<file path="src/rtl/nibble_packer_pkg.sv">
// rtl/nibble_packer_pkg.sv - shared constants for the nibble packer
package nibble_packer_pkg;

  localparam int NIB_W  = 4;
  localparam int FILL_W = 3;

  localparam logic ST_EMPTY = 1'b0;
  localparam logic ST_FULL  = 1'b1;

endpackage

</file>
<file path="src/rtl/nibble_acc.sv">
// rtl/nibble_acc.sv - shift accumulator and fill counter producing a packed word
module nibble_acc
  import nibble_packer_pkg::*;
#(
  parameter int NIBBLES = 4,
  parameter int WW      = 4 * NIBBLES
) (
  input  logic              clk,
  input  logic              r,
  input  logic              en,
  input  logic [NIB_W-1:0]  d,
  output logic [FILL_W-1:0] fill,
  output logic              done,
  output logic [WW-1:0]     word
);

  // Only the oldest NIBBLES-1 nibbles need storage; the last one arrives on d.
  logic [WW-NIB_W-1:0] acc;

  assign word = {acc, d};
  assign done = en && (fill == FILL_W'(NIBBLES - 1));

  always_ff @(posedge clk) begin
    if (r) begin
      acc  <= '0;
      fill <= '0;
    end else if (en) begin
      acc  <= word[WW-NIB_W-1:0];
      fill <= done ? '0 : fill + FILL_W'(1);
    end
  end

endmodule

</file>
<file path="src/rtl/nibble_packer.sv">
// rtl/nibble_packer.sv - packs 4-bit samples into words behind a one-entry output register
module nibble_packer
  import nibble_packer_pkg::*;
#(
  parameter int NIBBLES = 4,
  parameter int WW      = 4 * NIBBLES
) (
  input  logic              clk,
  input  logic              r,
  input  logic              en,
  input  logic [NIB_W-1:0]  D,
  input  logic              ready,
  output logic              valid,
  output logic [WW-1:0]     W,
  output logic [FILL_W-1:0] fill,
  output logic              ovf
);

  logic          state;
  logic          done;
  logic [WW-1:0] word;

  nibble_acc #(
    .NIBBLES (NIBBLES),
    .WW      (WW)
  ) u_acc (
    .clk  (clk),
    .r    (r),
    .en   (en),
    .d    (D),
    .fill (fill),
    .done (done),
    .word (word)
  );

  assign valid = (state == ST_FULL);

  // A completing word replaces W when the slot is free or being drained this edge;
  // otherwise it is lost and the loss is remembered in ovf.
  always_ff @(posedge clk) begin
    if (r) begin
      state <= ST_EMPTY;
      W     <= '0;
      ovf   <= 1'b0;
    end else if (done) begin
      if (state == ST_EMPTY || ready) begin
        state <= ST_FULL;
        W     <= word;
      end else begin
        ovf <= 1'b1;
      end
    end else if (state == ST_FULL && ready) begin
      state <= ST_EMPTY;
    end
  end

endmodule
</file>
<file path="config.mk">
export PLATFORM = sky130hd
export DESIGN_NAME = nibble_packer
export DESIGN_NICKNAME = d
export VERILOG_FILES = /design/src/rtl/nibble_packer_pkg.sv /design/src/rtl/nibble_acc.sv /design/src/rtl/nibble_packer.sv
export SDC_FILE = /design/constraint.sdc
export NUM_CORES = 1
export LEC_CHECK = 0
export ABC_CLOCK_PERIOD_IN_PS = 1600
export CAP_MARGIN = 15
export CORE_MARGIN = 8
export CORE_UTILIZATION = 51
export CTS_BUF_LIST = sky130_fd_sc_hd__clkbuf_4
export CTS_CLUSTER_DIAMETER = 200
export DETAILED_ROUTE_END_ITERATION = 10
export PLACE_DENSITY = 0.8
export SLEW_MARGIN = 20
export SYNTH_ARGS = -nofsm -noshare
export SYNTH_HDL_FRONTEND = slang
export SYNTH_SLANG_ARGS = --single-unit
</file>
<file path="constraint.sdc">
create_clock -name clk -period 1.6 [get_ports clk]
set_input_delay 0.32 -clock clk [delete_from_list [all_inputs] [get_ports clk]]
set_output_delay 0.32 -clock clk [all_outputs]
set_load 0.02 [all_outputs]
</file>
Word level (Yosys, flattened, before mapping) --
Index checks and enable logic that the tools add are counted.
Word-level totals: bits in registers 33, bits in latches 0, bits in writable memories 0, ROM bits 0, input port bits 8, output and inout port bits 21, word-level logic and storage cells 21, memories 0
Cells by class: add/subtract/negate cells 1, multipliers 0, divide/modulo/power cells 0, order comparisons 0, eq/ne operators 2, shifts and indexed selects 0, muxes and demuxes 4, bitwise logic cells 2, reductions and logical operators 7
Operators with widths (count):
- $reduce_and A2 Y1 | 3
- $add A3 B1 Y3 const B | 1
- $eq A3 B2 Y1 const B | 1
- $mux W1 | 3
- $mux W3 | 1
- $logic_and A1 B1 Y1 | 2
- $ne A2 B2 Y1 const B | 1
- $not A1 Y1 | 2
- $reduce_bool A2 Y1 | 1
- $logic_or A1 B1 Y1 | 1

Depth between registers and ports, before layout --
Gate-level depths: netlist of run 1.
word-level depth 4, depth in mapped cells 5, mapped depth without buffers 4

Modules after synthesis --
Synthesis of run 1 repeated with hierarchy kept, for this count alone.
Unflattened totals: cells, all modules 134, area total of the unflattened synthesis 1403.8 um^2
By module, submodules not included:
- nibble_packer | instances 1, cells an instance 77, area an instance 802.0 um^2, sequential area each 360.3 um^2
- nibble_acc | instances 1, cells an instance 57, area an instance 601.8 um^2, sequential area each 300.3 um^2

Worst setup path after synthesis of run 1 --
OpenSTA, ideal clock, no wires.
path kind reg2reg, start point register u_acc.fill[0], end point register W[10], setup time 0.070 ns, data arrival time 1.387 ns, data required time 1.530 ns, path slack 0.142 ns, stages on the path, launching flop included 6, buffers on the path 1, clock period less this slack 1.458 ns, cell sequence dfxtp_1 ha_1 nand3b_4 buf_6 or3b_1 a21oi_1
On the way: cells in the longest elaborated chain, start to end 3
RTL lines:
- from (decl) | line nibble_acc.sv:12 | output logic [FILL_W-1:0] fill,
- from (signal assigned) | line nibble_acc.sv:29 | fill <= done ? '0 : fill + FILL_W'(1);
- $eq A3 B2 Y1 | line nibble_acc.sv:21 | assign done = en && (fill == FILL_W'(NIBBLES - 1));
- $logic_and A1 B1 Y1 | line nibble_acc.sv:21
- $reduce_and A2 Y1 (no source line)
- to (signal assigned) | line nibble_packer.sv:48 | W <= word;
- to (decl) | line nibble_packer.sv:14 | output logic [WW-1:0] W,
Every way passes these cells. A chain may end at the register's enable or synchronous reset.

Worst setup path after layout of run 1 --
start point register u_acc.fill[0], end point register W[14]
Same word-level chain as after synthesis.

==> results of run 1 <==
## report_power, final
part	total [mW]	internal [mW]	leakage, nW	switching (mW)
combinational	0.0998	0.0497	0.407	0.0502
sequential	0.849	0.837	0.267	0.0116
clock	0.428	0.158	0.0300	0.270
total	1.38	1.05	0.705	0.331
## path summary, 6_finish.rpt
check                                   from                  to  slack [ps]  cells after the start
setup / recovery  u_acc.fill[0]$_SDFFE_PP0P_  W[14]$_SDFFE_PP0P_         120                      4
hold / removal             W[2]$_SDFFE_PP0P_   W[2]$_SDFFE_PP0P_         480                      2
setup reg to reg  u_acc.fill[0]$_SDFFE_PP0P_  W[14]$_SDFFE_PP0P_         120                      4
hold reg to reg            W[2]$_SDFFE_PP0P_   W[2]$_SDFFE_PP0P_         480                      2
## cell type report
cell class                      count  area, µm²  share of cell area [%]
Inverter                            1       3.75                   0.229
Timing Repair Buffer               33        292                    17.8
Clock inverter                      3       12.5                   0.765
Sequential cell                    33        661                    40.4
Clock buffer                        5       37.5                    2.29
Multi-Input combinational cell     87        593                    36.2
Tap cell                           30       37.5                    2.29
## worst reg2reg max path, stage by stage (launching register included)
cell and delay [ps]:
dfxtp_1 390, ha_2 250, nand3b_4 150, or3b_2 480, a21oi_1 140
## state kept, by name, summed over array words and instances, names as in the netlist
signal / count
u_acc.fill: 3
W: 16
u_acc.acc: 12
valid: 1
ovf: 1
## logic make-up after synthesis
logic type	count (synthesis)	share of synthesized area, %
adders and majority gates	1	0.959
buffers and inverters	13	4.98
DFF	33	50.6
and+or+nand+nor	36	19.5
muxes	12	9.20
AOI/OAI and AO/OA	37	14.8
## metal layers
layer  track usage, %  vias up  share of wire [%]
met2             21.5       28                 48
met1             13.9      471                 43
li1                 -      521                  -
met3             6.54        2                7.3
met5                0        -                  0
met4             6.40        0                1.1
## layout by cell type, fill, tap and decap left out, types with 2 or more instances in the layout
cell,instances
nor2_1,13
o21ai_0,16
clkdlybuf4s50_1,7
dlygate4sd2_1,21
clkbuf_4,5
mux2i_1,12
or3b_2,6
nand2b_1,3
a21oi_1,19
buf_4,5
or3b_1,10
clkinv_1,2
dfxtp_1,33
## what timing repair did
item,4_1_cts,5_1_grt
endpoints found under the setup margin,21,6
cloned,0,1
resized for setup,21,1
==> out/summary.txt, run 1 <==
outcome: complete, no violations
synth warn: 0
critical path endpoint category: register
layout cells sized above 1: 13.6%
GP Congestion: 0.728
CP startpoint kind: register
Avg Cell Area, Syn: 9.89 µm²
Worst Path Arrival: 1750 ps
io pins: 29
initial antenna violation count: 0
Area growth syn-to-layout: 25.4%
EDFF count, synth: 0
Critical Path Fanout Max: 13
Die ar.: 4430 µm²
num rows: 18
WL per Instance: 14.3 µm
Critical Path RT: 1870 ps
cells along the critical path: ha_2 > nand3b_4 > or3b_2 > a21oi_1
Die Ht: 66.6 µm
Via Count: 1022
Root Buffer: clkbuf_4
Clk Latency, worst-skew pair: 330 ps
most instantiated cells after synthesis: 33 x dfxtp_1, 19 x a21oi_1, 16 x o21ai_0
top-count cell post-synth: dfxtp_1
Seq/Total Area, Yosys: 50.6%
Netlist cell types: 19
fill cell count: 226
Post-CTS Setup Inserts: 0
vias per inst: 5.32
Crit Path Category: reg2reg
pin count of the biggest net entering global routing: 33
die width: 66.6 µm
Final Skew: 2.67 ps
Max Root-Sink Buffers: 2
total wire length: 2.74 mm
Worst Tran Pin Value: 510 ps
largest cells by area after synthesis: dfxtp_1 51%, mux2i_1 9.2%, a21oi_1 7.3%, or3b_1 6.7%, o21ai_0 6.1%
Initial Util: 53.2%
pwr/cell area: 841 nW/µm²
relative max-transition margin: 65.9%
CTS clk-pin slew, worst paths: 90 ps
Max Clk Rate: 0.678 GHz
CP max stage delay: 470 ps
all-layer global routing usage: 13.2%
CTS tree: done
setup TNS: 0 ps
design area: 1640 µm²
DRC: 0
Post-DRT Antenna Nets: 0
Placed Instances: 183
Final Critical Period: 1480 ps
IO buf count: 28
Ant. Diodes: 0
TritonCTS Buffers: 5
Post-Synthesis Cells: 132
FF+latch count, synth: 33
final setup violation count: 0
CTS Sinks: 33
CORE AREA: 2450 µm²
Starting DRT DRC Count: 62
RSZ-0062 raised after global routing: no
layout net count: 170
post-detail-place hpwl: 1.93 mm
largest area contributor in the netlist: dfxtp_1
Area after DPL: 1600 µm²
leakage power total: 0.705 nW
WHS: 476 ps
Hold-fix buffers, CTS: 0
max-slew violation count: 0
vias in the first global route: 972
Synth top area share: 50.6%
WP buf/inv: 0
Syn Nets: 141
Tot Pwr: 1.38 mW
Top delay family on crit path: simple AND/OR/NAND/NOR gates
dominant synthesized flop cell: dfxtp_1
Max-Cap Viols: 0
cell at the slowest stage of the critical path: or3b_2
Synth async-reset ratio: 0%
first-pass GRT wire length: 4.53 mm
fin crit share: 92.2%
Mapped Area: 1310 µm²
Hold Path Class: reg2reg
Non-Filler Instances: 192
Final Core Density: 66.7%
setup ws final: 124 ps
GRT overflow: 0
H-tree depth: 2
pre-CTS setup slack: -196 ps
final hold vios: 0
VDD IR-drop max: 0.000678 V
DR pass1 iterations: 4
(Power assumes the default switching activity.)
==> run 2: changes to the inputs <==
--- a/config.mk
+++ b/config.mk
@@ -13,6 +13,7 @@
 export CTS_CLUSTER_DIAMETER = 200
 export DETAILED_ROUTE_END_ITERATION = 10
 export PLACE_DENSITY = 0.8
+export SETUP_SLACK_MARGIN = 0.5
 export SLEW_MARGIN = 20
 export SYNTH_ARGS = -nofsm -noshare
 export SYNTH_HDL_FRONTEND = slang
==> out/summary.txt, run 2 (synthesis gave the netlist of run 1 again) <==
Root Buffer: clkbuf_4
hold path depth: 2 (unchanged)
Critical Path Fanout Max: 6 (-7)
most frequent cells in the layout: 23 x buf_6, 18 x dfxtp_2
Non-Filler Instances: 201 (+4.7%)
fill cell count: 160 (-29%)
CTS clk-pin slew, worst paths: 100 ps (about the same)
CTS tree: done
CP max stage delay: 390 ps (-80 ps)
final hold vios: 0 (unchanged)
WL per Instance: 17.2 µm (+20%)
TritonCTS Buffers: 5 (unchanged)
Worst Path Arrival: 1610 ps (-140 ps)
DR pass1 iterations: 4 (unchanged)
IO buf count: 28 (unchanged)
DRC: 0 (unchanged)
Reg-to-Reg End: W[5]$_SDFFE_PP0P_
GP Congestion: 0.706 (-2.9%)
Biggest register: W
max-slew violation count: 0 (unchanged)
Post-DRT Antenna Nets: 0 (unchanged)
Via Count: 1119 (+9.5%)
relative max-transition margin: 60.7% (-5.2 points)
Starting DRT DRC Count: 48 (-23%)
Die Ht: 66.6 µm (unchanged)
total wire length: 3.46 mm (+26%)
num rows: 18 (unchanged)
Tot Pwr: 1.41 mW (+2.7%)
CP startpoint kind: register
layout cells sized above 1: 49.7% (+36 points)
post-detail-place hpwl: 1.97 mm (+2.3%)
WP buf/inv: 0 (unchanged)
Max-Cap Viols: 0 (unchanged)
GRT overflow: 0 (unchanged)
leakage power total: 0.780 nW (+11%)
worst reg-to-reg setup slack: 240 ps (+120 ps)
die width: 66.6 µm (unchanged)
pwr/cell area: 747 nW/µm² (-11%)
design area: 1890 µm² (+16%)
vias in the first global route: 1138 (+17%)
VDD IR-drop max: 0.000627 V (-7.6%)
all-layer global routing usage: 15.6% (+2.4 points)
Top delay family on crit path: simple AND/OR/NAND/NOR gates
biggest regs: W (16), u_acc.acc (12), u_acc.fill (3)
cells along the critical path: ha_4 > nand3b_4 > or3b_1 > a21oi_1
outcome: complete, no violations
Initial Util: 53.2% (unchanged)
first-pass GRT wire length: 5.33 mm (+18%)
Die ar.: 4430 µm² (unchanged)
RSZ-0062 raised after global routing: yes
Placed Instances: 187 (+2.2%)
Crit Path Category: reg2reg
final setup violation count: 0 (unchanged)
max reg flops: 16 (unchanged)
H-tree depth: 2 (unchanged)
CTS Sinks: 33 (unchanged)
setup ws final: 244 ps (+120 ps)
critical path endpoint category: register
Hold Path Class: reg2reg
R2R cell count: 4 (unchanged)
CORE AREA: 2450 µm² (unchanged)
Critical Path RT: 1860 ps (about the same)
layout net count: 179 (+5.3%)
Area growth syn-to-layout: 45.0%
vias per inst: 5.57 (+4.6%)
pin count of the biggest net entering global routing: 19 (-42%)
Max Root-Sink Buffers: 2 (unchanged)
fin crit share: 84.7% (-7.5 points)
cell at the slowest stage of the critical path: dfxtp_4
Clk Latency, worst-skew pair: 330 ps (about the same)
R2R Path Start: u_acc.fill[1]$_SDFFE_PP0P_
Final Skew: 3.36 ps (+0.688 ps)
Final Critical Period: 1360 ps (-120 ps)
Worst Tran Pin Value: 586 ps (+76.4 ps)
commonest non-fill, non-tap cell in the layout: buf_6
Max Clk Rate: 0.737 GHz (+8.9%)
Ant. Diodes: 0 (unchanged)
io pins: 29 (unchanged)
pre-CTS setup slack: -194 ps (+2.36 ps)
Hold-fix buffers, CTS: 0 (unchanged)
initial antenna violation count: 0 (unchanged)
Final Core Density: 77.1% (+10 points)
hold path start: W[0]$_SDFFE_PP0P_
Hold EP: W[0]$_SDFFE_PP0P_
Area after DPL: 1650 µm² (+3.2%)
==> run 2: cell types whose count changed in the layout (fill, tap and decap cells not counted), sizes merged <==
cell / before / now
buf: 5 / 32
nor2b: 1 / 2
clkbuf: 5 / 6
clkdlybuf4s50: 7 / 5
nand3b: 3 / 5
dlygate4sd2: 21 / 1
==> run 2: power breakdown <==
group	switching [mW]	leakage (nW)	internal, mW
Combinational	0.0634	0.471	0.0615
Sequential	0.0154	0.279	0.834
Clock	0.280	0.0300	0.159
==> run 2: what timing repair did <==
item,4_1_cts,5_1_grt
setup buffers,1,1
pin swaps,3,4
setup endpoints to repair,53,53
gates resized for setup,151,24
cloned,3,1
==> run 2: layer usage <==
layer  up-vias  global-route usage, %  routed length [µm]
li1        543                      -                   -
met1       542                   17.7                1490
met2        25                   26.0                1700
met3         9                   4.36                 186
met4         0                   8.00                  80
met5         -                      0                   0
==> run 2: final cells by class <==
type | count | area [µm²] | share of cell area (%)
Clock buffer | 5 | 37.5 | 1.98
Clock inverter | 3 | 12.5 | 0.661
Inverter | 1 | 3.75 | 0.198
Sequential cell | 33 | 694 | 36.7
Timing Repair Buffer | 39 | 390 | 20.6
Tap cell | 30 | 37.5 | 1.98
Multi-Input combinational cell | 90 | 716 | 37.8
==> run 2: through the flow <==
step	hold WS [ps]	setup TNS, ps
after floorplan	451	0
after global placement	446	-1400
after detailed placement	448	-1920
after CTS	474	0
after global routing	503	0
final	488	0
==> run 2: worst reg2reg max path, cell delays in order (launching register included) <==
cell	delay (ps)
dfxtp_4	390
ha_4	220
nand3b_4	140
or3b_1	380
a21oi_1	160
==> run 2: how the worst max path moves through the flow <==
stage	to	depth (start not counted)	startpoint	slack (ps)
2_1_floorplan	W[10]$_SDFFE_PP0P_	5	u_acc.fill[1]$_SDFFE_PP0P_	330
3_3_place_gp	W[13]$_SDFFE_PP0P_	4	en	-140
3_5_place_dp	W[2]$_SDFFE_PP0P_	4	en	-190
4_1_cts	W[10]$_SDFFE_PP0P_	4	u_acc.fill[0]$_SDFFE_PP0P_	280
5_1_grt	W[5]$_SDFFE_PP0P_	4	u_acc.fill[1]$_SDFFE_PP0P_	190
6_report	W[5]$_SDFFE_PP0P_	4	u_acc.fill[1]$_SDFFE_PP0P_	240
